File: src/rtl/multibyte_add_seq_pkg.sv
// Shared definitions for the byte-serial wide adder sequencer.
package multibyte_add_seq_pkg;

    localparam int BYTE_W = 8;

    typedef enum logic [1:0] {
        ST_IDLE = 2'd0,
        ST_RUN  = 2'd1,
        ST_DONE = 2'd2
    } state_t;

    // Ceiling log2, used to size the byte index register.
    function automatic int clog2(input int value);
        int r;
        r = 0;
        while ((1 << r) < value) begin
            r = r + 1;
        end
        return r;
    endfunction

endpackage

File: src/rtl/multibyte_add_seq.sv
// Feeds one byte pair per cycle into an external 8-bit adder, chains the carry
// across cycles and returns the assembled wide sum through a valid/ready handshake.
module multibyte_add_seq
    import multibyte_add_seq_pkg::*;
#(
    parameter int NBYTES = 4
) (
    input  logic                       clk,
    input  logic                       rst,
    input  logic                       in_valid,
    output logic                       in_ready,
    input  logic [BYTE_W*NBYTES-1:0]   op_a,
    input  logic [BYTE_W*NBYTES-1:0]   op_b,
    input  logic                       op_cin,
    output logic [BYTE_W-1:0]          add_a,
    output logic [BYTE_W-1:0]          add_b,
    output logic                       add_cin,
    input  logic [BYTE_W-1:0]          add_sum,
    input  logic                       add_cout,
    output logic                       res_valid,
    input  logic                       res_ready,
    output logic [BYTE_W*NBYTES-1:0]   res_sum,
    output logic                       res_cout,
    output logic                       res_ovf
);

    localparam int                IDX_W    = (clog2(NBYTES) < 1) ? 1 : clog2(NBYTES);
    localparam logic [IDX_W-1:0]  LAST_IDX = IDX_W'(NBYTES - 1);
    localparam logic [IDX_W-1:0]  IDX_ONE  = IDX_W'(1);

    state_t                          state_r;
    state_t                          state_s;
    logic [NBYTES-1:0][BYTE_W-1:0]   a_r;
    logic [NBYTES-1:0][BYTE_W-1:0]   b_r;
    logic [NBYTES-1:0][BYTE_W-1:0]   sum_r;
    logic [IDX_W-1:0]                idx_r;
    logic                            carry_r;
    logic                            cout_r;
    logic                            ovf_r;
    logic                            last_s;

    assign last_s    = (idx_r == LAST_IDX);
    assign in_ready  = (state_r == ST_IDLE);
    assign res_valid = (state_r == ST_DONE);
    assign res_sum   = sum_r;
    assign res_cout  = cout_r;
    assign res_ovf   = ovf_r;

    // State register.
    always_ff @(posedge clk or posedge rst) begin
        if (rst) begin
            state_r <= ST_IDLE;
        end else begin
            state_r <= state_s;
        end
    end

    // Next-state logic.
    always_comb begin
        state_s = state_r;
        case (state_r)
            ST_IDLE: begin
                if (in_valid) begin
                    state_s = ST_RUN;
                end else begin
                    state_s = ST_IDLE;
                end
            end
            ST_RUN: begin
                if (last_s) begin
                    state_s = ST_DONE;
                end else begin
                    state_s = ST_RUN;
                end
            end
            ST_DONE: begin
                if (res_ready) begin
                    state_s = ST_IDLE;
                end else begin
                    state_s = ST_DONE;
                end
            end
            default: begin
                state_s = ST_IDLE;
            end
        endcase
    end

    // Adder inputs come only from latched operands so the adder never sees op_a/op_b directly.
    always_comb begin
        add_a   = 8'd0;
        add_b   = 8'd0;
        add_cin = 1'b0;
        if (state_r == ST_RUN) begin
            add_a   = a_r[idx_r];
            add_b   = b_r[idx_r];
            add_cin = carry_r;
        end else begin
            add_a   = 8'd0;
            add_b   = 8'd0;
            add_cin = 1'b0;
        end
    end

    // Operand latch, byte collection and carry chaining.
    always_ff @(posedge clk or posedge rst) begin
        if (rst) begin
            a_r     <= '0;
            b_r     <= '0;
            sum_r   <= '0;
            idx_r   <= '0;
            carry_r <= 1'b0;
            cout_r  <= 1'b0;
            ovf_r   <= 1'b0;
        end else begin
            case (state_r)
                ST_IDLE: begin
                    if (in_valid) begin
                        a_r     <= op_a;
                        b_r     <= op_b;
                        carry_r <= op_cin;
                        idx_r   <= '0;
                    end
                end
                ST_RUN: begin
                    sum_r[idx_r] <= add_sum;
                    carry_r      <= add_cout;
                    if (last_s) begin
                        cout_r <= add_cout;
                        ovf_r  <= (a_r[LAST_IDX][BYTE_W-1] == b_r[LAST_IDX][BYTE_W-1]) &&
                                  (add_sum[BYTE_W-1] != a_r[LAST_IDX][BYTE_W-1]);
                    end else begin
                        idx_r <= idx_r + IDX_ONE;
                    end
                end
                default: begin
                end
            endcase
        end
    end

endmodule

File: config.mk
export PLATFORM = sky130hd
export DESIGN_NAME = multibyte_add_seq
export DESIGN_NICKNAME = d
export VERILOG_FILES = /design/src/rtl/multibyte_add_seq_pkg.sv /design/src/rtl/multibyte_add_seq.sv
export SDC_FILE = /design/constraint.sdc
export NUM_CORES = 1
export LEC_CHECK = 0
export ABC_AREA = 1
export CORE_ASPECT_RATIO = 0.9
export CORE_MARGIN = 3
export CORE_UTILIZATION = 30
export CTS_CLUSTER_SIZE = 12
export DETAILED_ROUTE_END_ITERATION = 8
export PLACE_DENSITY = 0.65
export SLEW_MARGIN = 25
export SYNTH_ARGS = -nofsm -noshare
export SYNTH_HDL_FRONTEND = slang
export SYNTH_SLANG_ARGS = --single-unit
File: constraint.sdc
create_clock -name clk -period 4.2 [get_ports clk]
set_input_delay 0.63 -clock clk [delete_from_list [all_inputs] [get_ports clk]]
set_output_delay 0.63 -clock clk [all_outputs]
set_load 0.01 [all_outputs]
==> flow_summary.yaml <==
timing:
  setup_tns_ns: 0
  fin_crit_ns: 3.209
  finalSetupViolations: 0
  hold_viol: 0
  slew-limit-headroom_pct: 33.12
  rsz0062_at_grt: "no"
  max_freq_ghz: 0.3116
  worst_clock_skew_ns: 0.006606
  final.setup.worst_slack_ns: 0.9909
  period_share_pct: 76.41
  tightestPinTransition_ns: 1.001
  hold_slack_ns: 0.4772
  drv_slew: 0
die:
  die_area_mm2: 0.01733
  die_height_um: 125.2
  start_util_pct: 31.39
  die_w_um: 138.4
  coreArea_mm2: 0.01508
  placementRows: 42
  ios: 131
clock_tree:
  clk_pin_slew_ns: 0.07
  cts_max_level: 3
  ctsHoldBuffers: 0
  tritoncts: "done"
  clock-sinks: 103
  clk_path_buf_depth: 2
  cts_root_buffer: "clkbuf_16"
  cts_made_buffers: 9
  cts_setup_buffers: 0
  insertion_delay_ns: 0.35
  cts_resized: 0
placed_design:
  dp.cells: 854
  routabilityCongestion: 0.8039
  dp_worst_setup_slack_ns: 1.380
  dpl.hpwl_mm: 9.243
  portBuffers: 130
min_path:
  hold_path.class: "reg2reg"
yosys:
  syn_inst: 551
  yosysSeqAreaShare_pct: 54.44
  ys_ff_latch: 103
  synth.avg_cell_area_um2: 8.593
  netlist_area_mm2: 0.004735
  yosysUniqueCellTypes: 23
  synth_nets: 633
  yosys_warnings: 0
pwr:
  clkPwrFrac_pct: 19.0
  power.total_mw: 5.143
  powerDensity_mw_per_mm2: 789.1
  internal-power_mw: 3.175
  power.switching_mw: 1.968
  peakVddDrop_v: 0.0002838
  power.leakage_nw: 3.106
  seq_power_share_pct: 32.5
  pwr-share-comb_pct: 48.4
  swShare_pct: 38.27
drt:
  drt-initial-drc-count: 308
  num_vias: 3928
  drc: 0
  final_antenna_net_count: 0
  drtPass1Iterations: 7
  wl_mm: 12.82
  wl_per_cell_um: 14.72
  via_per_inst: 4.510
final_layout:
  nNetsFinal: 749
  layout-drive-gt1-share_pct: 9.673
  area_growth_pct: 37.66
  finalNonFillerCells: 871
critical_path:
  startpoint_type: "register"
  crit_slowest_cell: "dfrtp_1"
  worstPathArrival_ns: 2.58
  endpoint_kind: "primary output"
  slowest_delay_ns: 0.72
  worstPathRequired_ns: 3.57
  path_class: "reg2out"
  crit_fanout: 35
  path_cells: "inv_2, nand2_1, nand3_1, a21oi_1, clkdlybuf4s50_1"
global_route:
  grt_overflow: 0
  antenna_found_initial: 0
  grt_pass1_wl_mm: 21.20
  grt_pass1_vias: 4052
  grt_max_degree: 105
  track_usage_pct: 15.11
flow_run:
  drv_cap: 0
status:
  outcome: "finished, final reports clean"
==> synthesized netlist by cell type, drive strengths merged <==
library cell  instances  area (µm²)
a21oi                80       437.9
buf                  19       150.1
clkbuf               11       41.29
clkinv                1       3.750
dfrtp               103        2577
ha                    4       50.05
inv                  79       301.5
nand2               111       441.7
nand3                38       190.2
nand4                 2       12.51
nor2                 68       260.3
o21ai                34       260.2
o31ai                 1       7.510
==> cells in the final DEF (no fill, tap or decap), drive strengths merged <==
cell and instances:
dfrtp 103, inv 79, nand3 38, clkdlybuf4s50 130
a21oi 80, nor2 68, ha 4, clkbuf 11
bufinv 3, clkinv 3, o21ai 34, nand2 111
buf 5, o31ai 1, diode 1, nand4 2
==> routing by layer <==
layer / part of all wire (%) / vias to the layer above / GRT usage [%]
met3: 4.4 / 12 / 2.940
met2: 46 / 107 / 22.88
met5: 0 / - / 0
li1: - / 1960 / -
met4: 1.6 / 0 / 5.811
met1: 48 / 1849 / 21.48
==> power groups by stage <==
stage | clock, mW | combinational (mW) | sequential, mW
after floorplan | 0 | 1.48 | 1.71
after global placement | 0 | 2.47 | 1.67
after detailed placement | 0 | 2.51 | 1.69
after global routing | 1.05 | 2.77 | 1.73
final | 0.979 | 2.49 | 1.67
after CTS | 1.01 | 2.52 | 1.68
==> cell families (layout without fill, tap and decap cells) <==
kind of cell    count (synthesis)  in the layout  share of synthesized area [%]
simple gates                  219            219                          19.11
flops                         103            103                          54.44
buf+inv                       110            231                          10.49
compound gates                115            115                          14.90
fa+ha+maj                       4              4                          1.057
other cells                     0              1                              0
==> state kept, by name (all words and copies together), names as in the netlist <==
| signal | flops |
|---|---|
| res_cout | 1 |
| state_r | 2 |
| carry_r | 1 |
| b_r | 32 |
| idx_r | 2 |
| res_sum | 32 |
| res_ovf | 1 |
| a_r | 32 |
==> stage by stage <==
| stage | instance area, µm² | util, % |
|---|---|---|
| after floorplan | 4735 | - |
| after global placement | 6150 | 40.77 |
| after detailed placement | 6150 | 40.77 |
| after CTS | 6506 | 43.14 |
| after global routing | 6515 | 43.20 |
| final | 6518 | 43.21 |
==> path summary, 6_finish.rpt <==
kind	from	end	slack [ns]	cells past startpoint
min reg2reg	res_cout	res_cout	0.48	2
max reg2reg	state_r[1]	res_sum[24]	2.17	6
min in group asynchronous	rst	a_r[4]	0.71	2
min	res_cout	res_cout	0.48	2
max in group asynchronous	rst	a_r[30]	2.74	3
max	idx_r[0]	add_a[5]	0.99	5
==> worst max-delay path, delay by kind of cell (launching register included) <==
family,cells,cell delay (ns)
AOI/OAI and AO/OA,1,0.22
buffers and inverters,2,1.02
DFF,1,0.72
and+or+nand+nor,2,0.24
==> cell type report <==
cell class | instances | area (µm²)
multi-input combinational | 338 | 1674
clock buffer | 11 | 252.7
fill | 1490 | 8564
sequential | 103 | 2577
tap | 198 | 247.7
clock inverter | 5 | 103.9
antenna | 1 | 2.502
timing repair buffer | 135 | 1351
inverter | 80 | 307.8
(Power assumes the default switching activity.)
